**src/rtl/cpu_pkg.sv**
```systemverilog
// Shared CPU definitions: register file geometry and write-back entry type.
package cpu_pkg;

    localparam int REG_ADDR_W = 4;
    localparam int REG_DATA_W = 32;
    localparam int NUM_REGS   = 16;

    typedef struct packed {
        logic                  valid;
        logic [REG_ADDR_W-1:0] addr;
        logic [REG_DATA_W-1:0] data;
    } wb_entry_t;

endpackage

```
**src/rtl/wb_fwd_match.sv**
```systemverilog
// Youngest-first search of pending write-back entries for one read address.
module wb_fwd_match
    import cpu_pkg::*;
#(
    parameter int DEPTH = 4,
    parameter int PTR_W = $clog2(DEPTH),
    parameter int CNT_W = $clog2(DEPTH + 1)
) (
    input  wb_entry_t [DEPTH-1:0] entries,
    input  logic [PTR_W-1:0]      head,
    input  logic [CNT_W-1:0]      cnt,
    input  logic [REG_ADDR_W-1:0] addr,
    output logic                  hit,
    output logic [REG_DATA_W-1:0] data
);

    logic [PTR_W-1:0] idx;

    // Walk oldest to youngest so the last match wins.
    always_comb begin
        hit  = 1'b0;
        data = '0;
        idx  = head;
        for (int k = 0; k < DEPTH; k++) begin
            idx = head + PTR_W'(k);
            if (CNT_W'(k) < cnt && entries[idx].valid &&
                entries[idx].addr == addr) begin
                hit  = 1'b1;
                data = entries[idx].data;
            end
        end
    end

endmodule

```
**src/rtl/wb_queue.sv**
```systemverilog
// In-order write-back queue in front of the register file write port,
// with forwarding of the youngest pending value for two read ports.
module wb_queue
    import cpu_pkg::*;
#(
    parameter int DEPTH  = 4,
    parameter int ADDR_W = REG_ADDR_W,
    parameter int DATA_W = REG_DATA_W
) (
    input  logic                       clk,
    input  logic                       rst,
    input  logic                       in_valid,
    output logic                       in_ready,
    input  logic [ADDR_W-1:0]          in_reg,
    input  logic [DATA_W-1:0]          in_data,
    input  logic                       wb_stall,
    output logic                       reg_write,
    output logic [ADDR_W-1:0]          write_reg,
    output logic [DATA_W-1:0]          write_data,
    input  logic [ADDR_W-1:0]          rd_addr1,
    input  logic [ADDR_W-1:0]          rd_addr2,
    output logic                       fwd_hit1,
    output logic [DATA_W-1:0]          fwd_data1,
    output logic                       fwd_hit2,
    output logic [DATA_W-1:0]          fwd_data2,
    output logic [$clog2(DEPTH+1)-1:0] count
);

    localparam int PTR_W = $clog2(DEPTH);
    localparam int CNT_W = $clog2(DEPTH + 1);

    wb_entry_t [DEPTH-1:0] entries;
    logic [PTR_W-1:0]      head;
    logic [PTR_W-1:0]      tail;
    logic                  push;
    logic                  pop;
    logic                  busy;

    assign busy      = (count != '0);
    assign in_ready  = (count < CNT_W'(DEPTH));
    assign push      = in_valid && in_ready;
    assign pop       = busy && !wb_stall;
    assign reg_write = pop;
    assign write_reg  = busy ? entries[head].addr : '0;
    assign write_data = busy ? entries[head].data : '0;

    // Push and pop never target the same slot: that needs count 0 or DEPTH.
    always_ff @(posedge clk or posedge rst) begin
        if (rst) begin
            entries <= '0;
            head    <= '0;
            tail    <= '0;
            count   <= '0;
        end else begin
            if (pop) begin
                entries[head].valid <= 1'b0;
                head <= head + 1'b1;
            end
            if (push) begin
                entries[tail] <= '{valid: 1'b1, addr: in_reg, data: in_data};
                tail <= tail + 1'b1;
            end
            count <= count + CNT_W'(push) - CNT_W'(pop);
        end
    end

    wb_fwd_match #(.DEPTH(DEPTH)) u_fwd1 (
        .entries (entries),
        .head    (head),
        .cnt     (count),
        .addr    (rd_addr1),
        .hit     (fwd_hit1),
        .data    (fwd_data1)
    );

    wb_fwd_match #(.DEPTH(DEPTH)) u_fwd2 (
        .entries (entries),
        .head    (head),
        .cnt     (count),
        .addr    (rd_addr2),
        .hit     (fwd_hit2),
        .data    (fwd_data2)
    );

endmodule

```
**config.mk**
```make
export PLATFORM = sky130hd
export DESIGN_NAME = wb_queue
export DESIGN_NICKNAME = d
export VERILOG_FILES = /design/src/rtl/cpu_pkg.sv /design/src/rtl/wb_fwd_match.sv /design/src/rtl/wb_queue.sv
export SDC_FILE = /design/constraint.sdc
export NUM_CORES = 1
export LEC_CHECK = 0
export ABC_AREA = 1
export BUFFER_PORTS_ARGS = -buffer_cell sky130_fd_sc_hd__buf_4
export CORE_MARGIN = 2
export CORE_UTILIZATION = 45
export DETAILED_ROUTE_END_ITERATION = 10
export GPL_ROUTABILITY_DRIVEN = 0
export PLACE_DENSITY = 0.71
export SYNTH_ARGS = -nofsm -noshare
export SYNTH_HDL_FRONTEND = slang
export SYNTH_SLANG_ARGS = --single-unit
```
**constraint.sdc**
```tcl
create_clock -name clk -period 8.1 [get_ports clk]
set_input_delay 1.62 -clock clk [delete_from_list [all_inputs] [get_ports clk]]
set_output_delay 1.62 -clock clk [all_outputs]
set_load 0.01 [all_outputs]
```
Yosys cells after proc, flatten, opt, wreduce, memory -nomap -nowiden
Index checks and enable logic that the tools add are counted.
{ "op_classes": {"reduce_logical": 18, "order_cmp": 12, "n_eq_ne": 8, "muxes": 34, "add_sub_neg": 6} }
{ "op_table": {"columns": ["operator", "n"], "rows": [
  ["$bmux W37 S2", 4],
  ["$bwmux W148", 2],
  ["$mux W148", 2],
  ["$mux W32", 9],
  ["$mux W37", 6],
  ["$demux W37 S2", 2],
  ["$eq A4 B4 Y1", 8],
  ["$logic_and A1 B1 Y1", 16],
  ["$lt A2 B3 Y1 const B", 5],
  ["$mux W1", 8],
  ["$lt A1 B3 Y1 const A", 2],
  ["$lt A2 B3 Y1 const A", 2],
  ["$add A2 B1 Y2 const B", 2],
  ["$add A2 B2 Y2 const B", 2],
  ["$ge A2 B1 Y1 const B", 2],
  ["$mux W4", 1],
  ["$add A3 B1 Y3", 1],
  ["$lt A3 B3 Y1 const B", 1],
  ["$reduce_bool A3 Y1", 1],
  ["$sub A3 B1 Y3", 1],
  ["$logic_not A1 Y1", 1]
]} }
{ "totals": {"output_inout_bits": 107, "reg_bits": 155} }

Logic depth before layout (Yosys ltp)
Gate-level depths: netlist (run 1).
{ "depth": {"word_depth": 8, "mapped_depth": 20} }

By module
A second synthesis (run 1) with hierarchy kept.
{ "unflattened": {"hier_cells": 3335, "hier_area_um2": 18271.3} }
{ "modules_own_cells": {"columns": ["module", "cells_each", "area_each_um2", "n_inst"], "rows": [
  ["wb_fwd_match", 1173, 5172.5, 2],
  ["wb_queue", 989, 7926.4, 1]
]} }

Least setup slack after synthesis (run 1)
Ideal clock, no wire load.
{ "synth_path": {"kind": "flip-flop to output port", "from": "register head[1]", "to": "output port fwd_data2[30]", "t_required_ns": 6.480, "arrival_time_ns": 2.790, "n_path_buf": 6, "stages_incl_launch_ff": 17, "path_slack_ns": 3.690, "cell_sequence": "dfrtp_1 buf_4 inv_2 buf_4 clkbuf_1 ha_1 buf_2 inv_4 buf_4 nand3_1 nand2_1 xor2_1 nand3_1 nor2_4 buf_4 nor2_1 a21oi_1"} }
{ "synth_via": {"elab_chain_len": 8} }
{ "synth_lines": {"columns": ["element", "line_no", "text"], "rows": [
  ["start, declared", "wb_queue.sv:33", "logic [PTR_W-1:0] head;"],
  ["start signal, assigned", "wb_queue.sv:57", "head <= head + 1'b1;"],
  ["$add A2 B1 Y2 or $bmux W37 S2 (tied branches)", null, null],
  ["$bmux W37 S2 or $mux W37 (tied branches)", "wb_fwd_match.sv:26, wb_fwd_match.sv:27, wb_fwd_match.sv:29", null],
  ["$mux W37 (not written as such) (tied with other cells)", "wb_fwd_match.sv:26", "if (CNT_W'(k) < cnt && entries[idx].valid &&"],
  ["$eq A4 B4 Y1 or $logic_and A1 B1 Y1 (tied branches)", "wb_fwd_match.sv:27, wb_fwd_match.sv:26", null],
  ["$logic_and A1 B1 Y1 or $mux W32 (tied branches)", "wb_fwd_match.sv:26", null],
  ["$mux W32 (2 in series)", "wb_fwd_match.sv:26", null],
  ["$mux W32 *", "wb_fwd_match.sv:26", null],
  ["end, declared", "wb_queue.sv:25", "output logic [DATA_W-1:0] fwd_data2,"]
]} }
Mark *: on every way between the ends. The rest lies on a longest branch, timed or not. The select of a mux whose other input is x is not followed.

Worst setup path after layout (run 1)
{ "layout_path": {"from": "register head[0]", "to": "output port fwd_data1[28]"} }
{ "layout_via": {"elab_chain_len": 8} }
{ "layout_lines": {"columns": ["element", "line_no", "text"], "rows": [
  ["$add A2 B1 Y2 or $bmux W37 S2 (tied branches)", null, null],
  ["$bmux W37 S2 or $mux W37 (tied branches)", "wb_fwd_match.sv:26, wb_fwd_match.sv:27, wb_fwd_match.sv:29", null],
  ["$mux W37 (not written as such) (tied with other cells)", "wb_fwd_match.sv:26", null],
  ["$eq A4 B4 Y1 or $logic_and A1 B1 Y1 (tied branches)", "wb_fwd_match.sv:27, wb_fwd_match.sv:26", null],
  ["$logic_and A1 B1 Y1 or $mux W32 (tied branches)", "wb_fwd_match.sv:26", null],
  ["$mux W32 (2 in series)", "wb_fwd_match.sv:26", null],
  ["$mux W32 *", "wb_fwd_match.sv:26", null],
  ["end, declared", "wb_queue.sv:23", "output logic [DATA_W-1:0] fwd_data1,"]
]} }
Marks and branches as above.

==> results of run 1 <==
layer usage:
| metal | routed length [um] | share of wire, % |
|---|---|---|
| met1 | 17010 | 42 |
| met2 | 18230 | 45 |
| met3 | 3819 | 9.5 |
| met4 | 1169 | 2.9 |
| met5 | 0 | 0 |
per-stage QoR:
stage | instances | hold WS, ns
floorplan | 1982 | 0.4530
global placement | 2403 | 0.4672
detailed placement | 2403 | 0.4734
CTS | 2433 | 0.4884
global route | 2433 | 0.5245
finish | 2433 | 0.4862
where the power goes:
| part | internal [mW] | switching, mW |
|---|---|---|
| registers | 1.13 | 0.271 |
| clock network | 0.452 | 0.333 |
| logic | 1.72 | 3.21 |
layout make-up:
class / count / area (sq um)
Fill cell: 2784 / 13310
Multi-Input combinational cell: 1468 / 7282
Sequential cell: 155 / 3884
Timing Repair Buffer: 177 / 1329
Inverter: 225 / 852.1
Tap cell: 378 / 473.0
Clock buffer: 17 / 425.4
Clock inverter: 13 / 146.4
worst register-to-register path, delay by kind of cell (launching register included):
| kind | cells | cell delay [ns] |
|---|---|---|
| simple gates | 2 | 1.27 |
| fa+ha+maj | 3 | 0.91 |
| flops | 1 | 0.46 |
| xor+xnor | 1 | 0.17 |
| buf+inv | 2 | 0.10 |
cells in the mapped netlist (all sizes together):
| master | number |
|---|---|
| nand2 | 654 |
| o21ai | 275 |
| nand3 | 258 |
| inv | 214 |
| dfrtp | 155 |
| mux2i | 98 |
| buf | 74 |
| nor2 | 63 |
| clkbuf | 60 |
| a21oi | 33 |
| o21a | 30 |
| or2 | 24 |
| ha | 12 |
| xor2 | 12 |
| clkinv | 11 |
| nor3 | 2 |
| o211ai | 2 |
| and3b | 1 |
| fa | 1 |
| nand4 | 1 |
| nor3b | 1 |
| o2111ai | 1 |
flip-flops by register name (all words and copies together), names as in the netlist:
name     flops
entries    148
tail         2
head         2
count        3
kinds of logic (layout without fill, tap and decap cells):
family / count (synthesis) / count (layout) / share of synthesized area [%]
mux: 98 / 98 / 7.778
simple gates: 1004 / 1004 / 33.32
buf+inv: 359 / 432 / 11.74
xor+xnor: 12 / 12 / 0.8333
compound gates: 341 / 341 / 14.23
flops: 155 / 155 / 30.75
fa+ha+maj: 13 / 13 / 1.349
worst min path at each step:
stage	end	startpoint	slack, ns
detailed placement	entries[104]	entries[104]	0.47
finish	entries[104]	entries[104]	0.49
global placement	entries[31]	entries[31]	0.47
floorplan	entries[104]	entries[104]	0.45
global route	entries[31]	entries[31]	0.52
CTS	entries[104]	entries[104]	0.49
==> results.json, run 1 <==
{
  "status": "finished clean",
  "worst-r2r-setup-slack_ns": 5.09,
  "fin_ws_ns": 1.054,
  "critPathLaunchType": "flip-flop",
  "reg2reg_depth": 8,
  "pre_cts_ws_ns": 1.631,
  "setup-violations-final": 0,
  "synthCells": 1982,
  "slew_headroom_pct": 8.439,
  "endpoint_kind": "output port",
  "syn_area_sq_um": 12610,
  "slew_violations": 0,
  "postCtsSetupBuffers": 0,
  "min_period_ns": 7.046,
  "gr-usage-met1_pct": 36.13,
  "die_w_um": 171.4,
  "crit_top_cell": "nand2_1",
  "ios": 155,
  "whs_path_depth": 2,
  "syn_nets": 2043,
  "routed_via_density": 5.508,
  "p_per_area_nw_per_um2": 494.5,
  "p_leak_nw": 8.038,
  "crit_family": "buffers and inverters",
  "die_area_sq_um": 29380,
  "cp.depth": 15,
  "ant_nets": 0,
  "wl_per_cell_um": 16.54,
  "synth-seq-cells": 155,
  "total_power_mw": 7.116,
  "drive_above_1_share_pct": 12.85,
  "start_util_pct": 45.52,
  "rr_endpoint": "count[2]",
  "fin_area_sq_um": 14390,
  "grt_pass1_wl_mm": 64.36,
  "grt_usage_pct": 27.55,
  "grt_use_met2_pct": 44.97,
  "nets": 2105,
  "r2r-start": "count[1]",
  "clock_latency_ns": 0.43,
  "grt_overflow_total": 0,
  "ctsHoldBuffers": 0,
  "finalHoldViolCount": 0,
  "synth_top_area_share_pct": 30.75,
  "setup.worst_path.start": "head[0]",
  "cts_tree": "done",
  "cts_resized": 0,
  "coreArea_sq_um": 27710,
  "rows": 61,
  "cp_num_buf_inv": 5,
  "utilization_pct": 51.94,
  "totalWireLength_mm": 40.23,
  "final_common_cell": "nand2_1",
  "vias": 13400,
  "drc": 0,
  "syn_to_final_growth_pct": 14.11,
  "yosysWarnings": 0,
  "slowest_delay_ns": 0.97,
  "endpoint": "fwd_data1[28]",
  "cp_cell_sequence": "buf_4, buf_4, nand2_1, nand3_1, nand2_1, nand2_1, nand4_1, nor2_2, buf_4, nand2_1, buf_4, nand3_1, nand2_1, nand2_1, buf_4",
  "htree_num_levels": 4,
  "skew_ns": 0.007588,
  "cts_buffers": 17,
  "antenna_found_initial": 0,
  "drv_cap": 0,
  "timing.final.crit_share_pct": 86.98,
  "grt_max_degree": 84,
  "crit_type": "flip-flop to output port",
  "crit_fanout": 83,
  "grt_pass1_vias": 12640,
  "tightest_slew_ns": 1.373,
  "hp-class": "flip-flop to flip-flop",
  "setup_tns_ns": 0,
  "ir_drop_uv": 292.5,
  "placed_area_sq_um": 13820,
  "clk_pin_slew_worst_paths_ns": 0.06,
  "cts.sinks": 155,
  "n_antenna_cell": 0,
  "clockBufferDepth": 2,
  "ys_types": 32,
  "netlist_top_cells_area": "dfrtp_1, nand2_1, o21ai_0",
  "dp_hpwl_mm": 26.28,
  "dr.pass1.iters": 6,
  "worstPathArrival_ns": 5.43,
  "die_y_um": 171.4,
  "critPathSlowestCell": "buf_4",
  "use_met3_pct": 5.223,
  "place.port_buffers": 154,
  "yosysTopAreaCell": "dfrtp_1",
  "fmax_ghz": 0.1419,
  "final_cell_mix": "nand2_1, o21ai_0, nand3_1",
  "cp.required_ns": 6.48,
  "avgSynthCellArea_sq_um": 6.363,
  "ys_seq_area_share_pct": 30.75,
  "cts-root-buf": "clkbuf_16",
  "busiest_layer": "met2",
  "rsz0062_at_grt": "false",
  "drt_iter0_markers": 1420
}
No activity file was read; power rests on OpenSTA's default activity.
==> run 2, diff against run 1 <==
--- a/config.mk
+++ b/config.mk
@@ -6,12 +6,12 @@
 export NUM_CORES = 1
 export LEC_CHECK = 0
 export ABC_AREA = 1
-export BUFFER_PORTS_ARGS = -buffer_cell sky130_fd_sc_hd__buf_4
+export BUFFER_PORTS_ARGS = -buffer_cell sky130_fd_sc_hd__buf_2
 export CORE_MARGIN = 2
-export CORE_UTILIZATION = 45
+export CORE_UTILIZATION = 55
 export DETAILED_ROUTE_END_ITERATION = 10
 export GPL_ROUTABILITY_DRIVEN = 0
-export PLACE_DENSITY = 0.71
+export PLACE_DENSITY = 0.83
 export SYNTH_ARGS = -nofsm -noshare
 export SYNTH_HDL_FRONTEND = slang
 export SYNTH_SLANG_ARGS = --single-unit
==> run 2 against run 1 <==
  * Largest cell class unchanged
  * Die area decreased by 18%
  * Total power is 2.6% lower
  * Combinational power decreased by 5.5%
  * Count of clock-buffer cells in the layout is 1 higher
  * Clock skew fell by 0.00064 ns
  * Worst hold slack better by 0.012 ns
  * Cell area down 3.3%
==> results.json, run 2 (synthesis gave the netlist of run 1 again) <==
{
  "cts.sinks": 155,
  "cts_resized": 0,
  "cts_buffers": 17,
  "dr.pass1.iters": 6,
  "htree_num_levels": 4,
  "slew_violations": 0,
  "totalWireLength_mm": 38.33,
  "fillers": 2095,
  "start_util_pct": 55.88,
  "grt_usage_pct": 32.07,
  "tightest_slew_ns": 1.104,
  "drt_iter0_markers": 1457,
  "slowest_delay_ns": 0.85,
  "r2r-start": "count[1]",
  "critPathLaunchType": "flip-flop",
  "setup.worst_path.start": "head[0]",
  "regArea_sq_um": 3884,
  "cp_cell_sequence": "inv_2, ha_1, inv_4, nand3_1, nand2_1, xor2_1, nand3_1, nor2_4, buf_4, a21oi_1, nand2_1, nand2_1, buf_2",
  "postCtsSetupBuffers": 0,
  "die_y_um": 155.4,
  "status": "finished clean",
  "endpoint_kind": "output port",
  "drv_cap": 0,
  "skew_ns": 0.006952,
  "die_w_um": 155.4,
  "coreArea_sq_um": 22570,
  "timing.final.crit_share_pct": 84.48,
  "largest_register_ffs": 148,
  "grt_overflow_total": 0,
  "drc": 0,
  "min_period_ns": 6.843,
  "placed_area_sq_um": 13300,
  "antenna_found_initial": 0,
  "slew_headroom_pct": 26.23,
  "routed_via_density": 5.828,
  "rows": 55,
  "n_antenna_cell": 0,
  "die_area_sq_um": 24160,
  "reg2reg_depth": 9,
  "cp.required_ns": 6.48,
  "fin_area_sq_um": 13910,
  "worst-r2r-setup-slack_ns": 5.43,
  "vias": 13630,
  "ctsHoldBuffers": 0,
  "p_leak_nw": 7.986,
  "cts_tree": "done",
  "nets": 2103,
  "grt_pass1_vias": 12620,
  "clockBufferDepth": 2,
  "crit_type": "flip-flop to output port",
  "ant_nets": 0,
  "largest-register": "entries",
  "syn_to_final_growth_pct": 10.30,
  "wl_per_cell_um": 16.39,
  "endpoint": "fwd_data2[17]",
  "multi_input_comb_area_sq_um": 7282,
  "cp.depth": 13,
  "grt_max_degree": 87,
  "crit_top_cell": "nand2_1",
  "clock_latency_ns": 0.43,
  "ios": 155,
  "fmax_ghz": 0.1461,
  "setup-violations-final": 0,
  "dp_hpwl_mm": 24.33,
  "p_per_area_nw_per_um2": 498.1,
  "final_cell_mix": "nand2_1, o21ai_0, nand3_1",
  "crit_family": "buffers and inverters",
  "worstPathArrival_ns": 5.22,
  "rsz0062_at_grt": "false",
  "finalHoldViolCount": 0,
  "hp-class": "flip-flop to flip-flop",
  "reg_top3": "entries: 148 flops, count: 3 flops",
  "setup_tns_ns": 0,
  "crit_fanout": 85,
  "critPathSlowestCell": "nor2_4",
  "cp_num_buf_inv": 4,
  "grt_pass1_wl_mm": 62.84,
  "drive_above_1_share_pct": 12.80,
  "cts-root-buf": "clkbuf_16",
  "final_common_cell": "nand2_1",
  "clk_pin_slew_worst_paths_ns": 0.06,
  "rr_endpoint": "count[2]",
  "ir_drop_uv": 254.4,
  "place.port_buffers": 154
}
[run 2: where the power goes]
group	total (mW)	switching [mW]	internal [mW]	leakage (nW)
registers	1.43	0.304	1.13	1.95
logic	4.66	3.15	1.52	5.75
clock network	0.829	0.336	0.493	0.285
total	6.93	3.79	3.14	7.99
[run 2: worst min path at each step]
stage	startpoint	to	depth (start not counted)
2_1_floorplan	entries[104]	entries[104]	2
3_3_place_gp	entries[104]	entries[104]	2
3_5_place_dp	entries[30]	entries[30]	2
4_1_cts	entries[30]	entries[30]	2
5_1_grt	entries[128]	entries[128]	2
6_report	entries[30]	entries[30]	2
[run 2: cell type report]
type / count / share of cell area, %
flip-flops and latches: 155 / 27.92
clock buffers: 18 / 3.157
well taps: 285 / 2.563
clock inverters: 13 / 1.214
repair buffers: 175 / 6.674
inverters: 225 / 6.125
multi-input cells: 1468 / 52.35
[run 2: worst min-delay path, cell delays in order (launching register included)]
cell,delay [ns]
dfrtp_1,0.35
nand2_1,0.05
o21ai_0,0.06
[run 2: stage by stage]
step           instances  power [mW]  util, %  setup slack, ns  hold slack, ns
2_1_floorplan       1982       4.737        -            2.302          0.4530
3_3_place_gp        2308       5.813    58.94            1.918          0.4711
3_5_place_dp        2308       5.956    58.94            1.837          0.4775
4_1_cts             2339       6.828    61.63            1.368          0.4928
5_1_grt             2339       7.544    61.63           0.9460          0.5354
6_report            2339       6.929    61.63            1.257          0.4984
[run 2: routing by layer]
| metal | up-vias | wire, um | track usage, % |
|---|---|---|---|
| met5 | - | 0 | 0 |
| met1 | 6211 | 15430 | 42.28 |
| li1 | 6476 | - | - |
| met3 | 135 | 4088 | 4.958 |
| met2 | 809 | 17490 | 52.65 |
| met4 | 0 | 1328 | 13.59 |
